--- config.mk ---
export PLATFORM = sky130hd
export DESIGN_NAME = alu4_seq_ctrl
export DESIGN_NICKNAME = d
export VERILOG_FILES = /design/src/rtl/alu4_seq_ctrl.sv
export SDC_FILE = /design/constraint.sdc
export NUM_CORES = 1
export LEC_CHECK = 0
export ABC_AREA = 1
export ABC_CLOCK_PERIOD_IN_PS = 3700
export BUFFER_PORTS_ARGS = -buffer_cell sky130_fd_sc_hd__buf_2
export CAP_MARGIN = 20
export CORE_ASPECT_RATIO = 0.9
export CORE_MARGIN = 4
export CORE_UTILIZATION = 40
export CTS_BUF_LIST = sky130_fd_sc_hd__clkbuf_4
export DETAILED_ROUTE_END_ITERATION = 7
export GPL_ROUTABILITY_DRIVEN = 1
export MAX_ROUTING_LAYER = met4
export PLACE_DENSITY = 0.73
export SYNTH_ARGS = -nofsm -noshare
export SYNTH_HDL_FRONTEND = slang
export SYNTH_SLANG_ARGS = --single-unit
--- constraint.sdc ---
create_clock -name clk -period 3.7 [get_ports clk]
set_clock_uncertainty 0.2 [all_clocks]
set_input_delay 0.555 -clock clk [delete_from_list [all_inputs] [get_ports clk]]
set_output_delay 0.555 -clock clk [all_outputs]
set_load 0.02 [all_outputs]
--- src/rtl/alu4_seq_ctrl.sv ---
//==============================================================================
// alu4_seq_ctrl : runs 16-bit ALU ops on a 4-bit slice, one nibble per cycle
// Revision 1.0
//==============================================================================
`default_nettype none

module alu4_seq_ctrl #(
  parameter int NIBBLES = 4
) (
  input  logic                   clk,
  input  logic                   rst,
  input  logic                   req_valid,
  output logic                   req_ready,
  input  logic [2:0]             req_op,
  input  logic [4*NIBBLES-1:0]   req_a,
  input  logic [4*NIBBLES-1:0]   req_b,
  input  logic                   req_cin,
  output logic                   resp_valid,
  input  logic                   resp_ready,
  output logic [4*NIBBLES-1:0]   resp_result,
  output logic                   resp_carry,
  output logic                   resp_overflow,
  output logic                   resp_zero,
  output logic                   resp_flag,
  output logic [3:0]             alu_a,
  output logic [3:0]             alu_b,
  output logic [2:0]             alu_c,
  output logic                   alu_cin,
  input  logic [3:0]             alu_result,
  input  logic                   alu_carry,
  input  logic                   alu_overflow
);

  localparam int W  = 4 * NIBBLES;
  localparam int CW = (NIBBLES > 1) ? $clog2(NIBBLES) : 1;

  typedef enum logic [1:0] {
    S_IDLE = 2'd0,
    S_RUN  = 2'd1,
    S_DONE = 2'd2
  } state_t;

  state_t         state, state_nx;
  logic [CW-1:0]  r_cnt;
  logic [2:0]     r_op;
  logic [W-1:0]   r_a;
  logic [W-1:0]   r_b;
  logic           r_carry;
  logic           r_zacc;

  logic           w_req_inv, w_req_arith, w_inv, w_arith, w_last, w_nib_zero;
  logic [3:0]     w_a_nib, w_b_nib;

  // sub and compares run as a + ~b + 1 on the slice's adder so carry chains cleanly
  assign w_req_inv   = (req_op == 3'b001) || (req_op[2:1] == 2'b11);
  assign w_req_arith = (req_op == 3'b000) || w_req_inv;
  assign w_inv       = (r_op == 3'b001) || (r_op[2:1] == 2'b11);
  assign w_arith     = (r_op == 3'b000) || w_inv;
  assign w_last      = (r_cnt == CW'(NIBBLES - 1));
  assign w_nib_zero  = (alu_result == 4'd0);

  assign req_ready  = (state == S_IDLE);
  assign resp_valid = (state == S_DONE);

  always_comb begin
    w_a_nib = 4'd0;
    w_b_nib = 4'd0;
    for (int i = 0; i < NIBBLES; i++) begin
      if (r_cnt == CW'(i)) begin
        w_a_nib = r_a[4*i +: 4];
        w_b_nib = r_b[4*i +: 4];
      end
    end
  end

  always_ff @(posedge clk or posedge rst) begin
    if (rst) state <= S_IDLE;
    else     state <= state_nx;
  end

  always_comb begin
    state_nx = state;
    alu_a    = 4'd0;
    alu_b    = 4'd0;
    alu_c    = 3'd0;
    alu_cin  = 1'b0;
    case (state)
      S_IDLE: if (req_valid) state_nx = S_RUN;
      S_RUN: begin
        alu_a   = w_a_nib;
        alu_b   = w_b_nib;
        alu_c   = w_arith ? 3'b000 : r_op;
        alu_cin = w_arith ? r_carry : 1'b0;
        if (w_last) state_nx = S_DONE;
      end
      S_DONE: if (resp_ready) state_nx = S_IDLE;
      default: state_nx = S_IDLE;
    endcase
  end

  always_ff @(posedge clk or posedge rst) begin
    if (rst) begin
      r_cnt         <= '0;
      r_op          <= 3'd0;
      r_a           <= '0;
      r_b           <= '0;
      r_carry       <= 1'b0;
      r_zacc        <= 1'b0;
      resp_result   <= '0;
      resp_carry    <= 1'b0;
      resp_overflow <= 1'b0;
      resp_zero     <= 1'b0;
      resp_flag     <= 1'b0;
    end else if (state == S_IDLE) begin
      if (req_valid) begin
        r_op    <= req_op;
        r_a     <= req_a;
        r_b     <= w_req_inv ? ~req_b : req_b;
        r_carry <= (req_op == 3'b000) ? req_cin : w_req_arith;
        r_cnt   <= '0;
        r_zacc  <= 1'b1;
      end
    end else if (state == S_RUN) begin
      for (int i = 0; i < NIBBLES; i++) begin
        if (r_cnt == CW'(i)) resp_result[4*i +: 4] <= alu_result;
      end
      if (w_arith) r_carry <= alu_carry;
      r_zacc <= r_zacc & w_nib_zero;
      if (w_last) begin
        r_cnt         <= '0;
        resp_carry    <= w_arith & alu_carry;
        resp_overflow <= w_arith & alu_overflow;
        resp_zero     <= r_zacc & w_nib_zero;
        case (r_op)
          3'b110:  resp_flag <= alu_result[3] ^ alu_overflow;
          3'b111:  resp_flag <= r_zacc & w_nib_zero;
          default: resp_flag <= 1'b0;
        endcase
      end else begin
        r_cnt <= r_cnt + 1'b1;
      end
    end
  end

endmodule

`default_nettype wire

==> summary.txt <==
Synthesis
  – Syn_area_per_cell: 7.78 um2
  – Top-area cell type share of the netlist area: 48.9%
  – Post-synthesis cell count: 401
  – Number of synthesized register bits: 61
  – Post-synthesis cell area: 3120 um2
  – Synthesized Nets: 454
  – Register area share after synthesis: 48.9%
  – Synth Flop Type: dfrtp_1
  – Yosys top cell by area: dfrtp_1
  – Top cells by area, synth: dfrtp_1 (49%), nand2_1 (18%), nand3_1 (7.7%)
  – Synth warn: 0
  – Post-synth EDFFs: 0
  – Netlist cell types: 23
  – Ys async rst share: 100%
  – Most frequent cell after synthesis: nand2_1
  – Most instantiated cells after synthesis: nand2_1 (153), dfrtp_1 (61), nand3_1 (48)

STA
  – Relative slew margins: 55.7%
  – Final WS setup: 0.880 ns
  – Setup Viol. Count Final: 0
  – Pins Over Slew Limit: 0
  – Setup_tns: 0 ns
  – Max Fclk: 0.355 GHz
  – Final worst-path cycle share: 76.2%
  – Worst-margin pin slew: 0.663 ns
  – Final worst path period need: 2.82 ns
  – RSZ-0062 raised after global routing: false
  – Final hold viol count: 0

Global routing
  – Initial antenna violation count: 0
  – GR Overflow Total: 0
  – Vias in the first global route: 2718
  – First-pass GRT wire length: 12200 um
  – Largest net degree at the start of global routing: 46
  – Global Route Usage Sum: 16.9%

Setup path
  – Cells along the critical path: inv_1 -> ha_1 -> inv_1 -> nand2_1 -> o21ai_0 -> nand2_1 -> nand2_1 -> buf_2
  – Crit-path slowest cell: dfrtp_1
  – Startpoint Class: flop
  – Critical Path AT: 2.07 ns
  – End of the critical path: alu_a[0]
  – CP Capture Type: output pin
  – Worst reg2reg path depth: 5
  – CP max stage delay: 0.42 ns
  – Worst Path Max Fanout: 10
  – CP Depth: 8
  – Setup CP Type: flop to output pin
  – RR Startpoint: state[1]
  – R2r setup slk: 1.86 ns
  – Top delay family on crit path: buffers and inverters
  – CP dominant cell by count: nand2_1
  – RR Endpoint: r_b[0]
  – Worst Path Required: 2.94 ns
  – Crit path buffers/inverters: 3
  – Worst Setup SP: r_cnt[1]

Clock network
  – Clk buf depth: 2
  – Inserted Clock Buffers: 9
  – # resized after CTS: 0
  – CTS tree: yes
  – Root Driver: clkbuf_4
  – CTS sink cnt: 61
  – Post-CTS Setup Inserts: 0
  – H-tree lvl count: 3
  – Skew-Pair Late Insertion Delay: 0.40 ns
  – Worst-path clk slew: 0.11 ns
  – Cts hold-fix bufs: 0

Outcome
  – Status: completed

Floorplanning
  – Die area: 9280 um2
  – Die W: 101 um
  – Core area: 7580 um2
  – Io pins: 80
  – Initial core utilization: 41.1%
  – FP Rows: 30
  – Die height: 91.8 um

Min path
  – Hold Crit Class: input pin to async pin

Routing
  – Vias per cell: 4.68
  – Routed wire per std cell: 12.5 um
  – First drt pass iteration count: 5
  – DRT iter0 DRCs: 121
  – DR DRC count: 0
  – Total Wirelength: 7230 um
  – ANT nets after route: 0
  – Vias: 2711

Power
  – Peak supply drop: 357 uV
  – Pleak: 0.00211 uW
  – Power per cell area: 875 nW/um2

Cells and area
  – Layout area overhead: 18.5%
  – Share of cells above drive strength 1: 23.0%
  – Non-filler instance count after layout: 579
  – Final #Nets: 531
  – Diode count: 0

Place
  – Hpwl dp: 5380 um
  – Placed cells: 563
  – Setup WS pre-CTS: 1.33 ns
  – PortBufs: 79
  – Gpl congestion: 0.820

Job
  – MaxCap Viol Count: 0
==> how the worst min path moves through the flow <==
| stage | slack, ns | end | startpoint | cells past startpoint |
|---|---|---|---|---|
| after global routing | 0.06 | resp_result[0] | rst | 2 |
| after CTS | 0.03 | resp_result[0] | rst | 2 |
| after floorplan | 0.25 | r_b[10] | r_b[10] | 2 |
| after detailed placement | 0.27 | r_b[13] | r_b[13] | 2 |
| final | 0.03 | resp_result[1] | rst | 2 |
| after global placement | 0.26 | resp_result[4] | resp_result[4] | 2 |
==> through the flow <==
stage / cell area, um2 / util (%) / hold WS (ns) / power [uW]
3_3_place_gp: 3540 / 46.7 / 0.260 / 2680
2_1_floorplan: 3120 / - / 0.249 / 2310
6_report: 3690 / 48.7 / 0.0312 / 3230
5_1_grt: 3690 / 48.7 / 0.0622 / 3520
4_1_cts: 3690 / 48.7 / 0.0349 / 3260
3_5_place_dp: 3540 / 46.7 / 0.266 / 2730
==> cell type report <==
type	count	area [um2]
fill	775	3890
sequential	61	1530
multi-input combinational	276	1300
timing repair buffer	80	403
inverter	50	191
tap	96	120
clock inverter	7	90.1
clock buffer	9	67.6
==> kinds of logic (layout without fill, tap and decap cells) <==
logic type	after synthesis	after routing	share of synthesized area (%)
simple gates	221	221	31.0
compound gates	48	48	7.78
buf+inv	64	146	9.51
fa+ha+maj	7	7	2.81
flops	61	61	48.9
==> sequential cells by signal, indices dropped and copies added, names as in the netlist <==
signal	count
r_a	16
r_b	16
r_carry	1
r_cnt	2
r_op	3
r_zacc	1
resp_carry	1
resp_flag	1
resp_overflow	1
resp_result	16
resp_zero	1
state	2
==> power breakdown <==
group	leakage (uW)	internal, uW	total, uW	switching, uW
clock	0.0000833	270	527	256
sequential	0.000754	989	1170	185
combinational	0.00128	503	1530	1030
==> placed cells by master (no fill, tap or decap), drive strengths merged <==
master and count:
dfrtp 61, nand2 160, clkbuf 9, ha 7, nor2 10, clkinv 5, clkinvlp 1, buf 80
inv 49, o21ai 36, bufinv 2, o31ai 1, nand3 49, nor3 1, or2 1, a21oi 11
==> metal layers <==
metal | vias up | wire (um) | GRT usage (%)
met5 | - | 0 | -
met4 | 0 | 63 | 4.65
met3 | 6 | 509 | 4.94
met2 | 75 | 3290 | 26.6
met1 | 1223 | 3360 | 21.4
li1 | 1407 | - | -
Note: power is estimated with default switching activity, not from simulation.
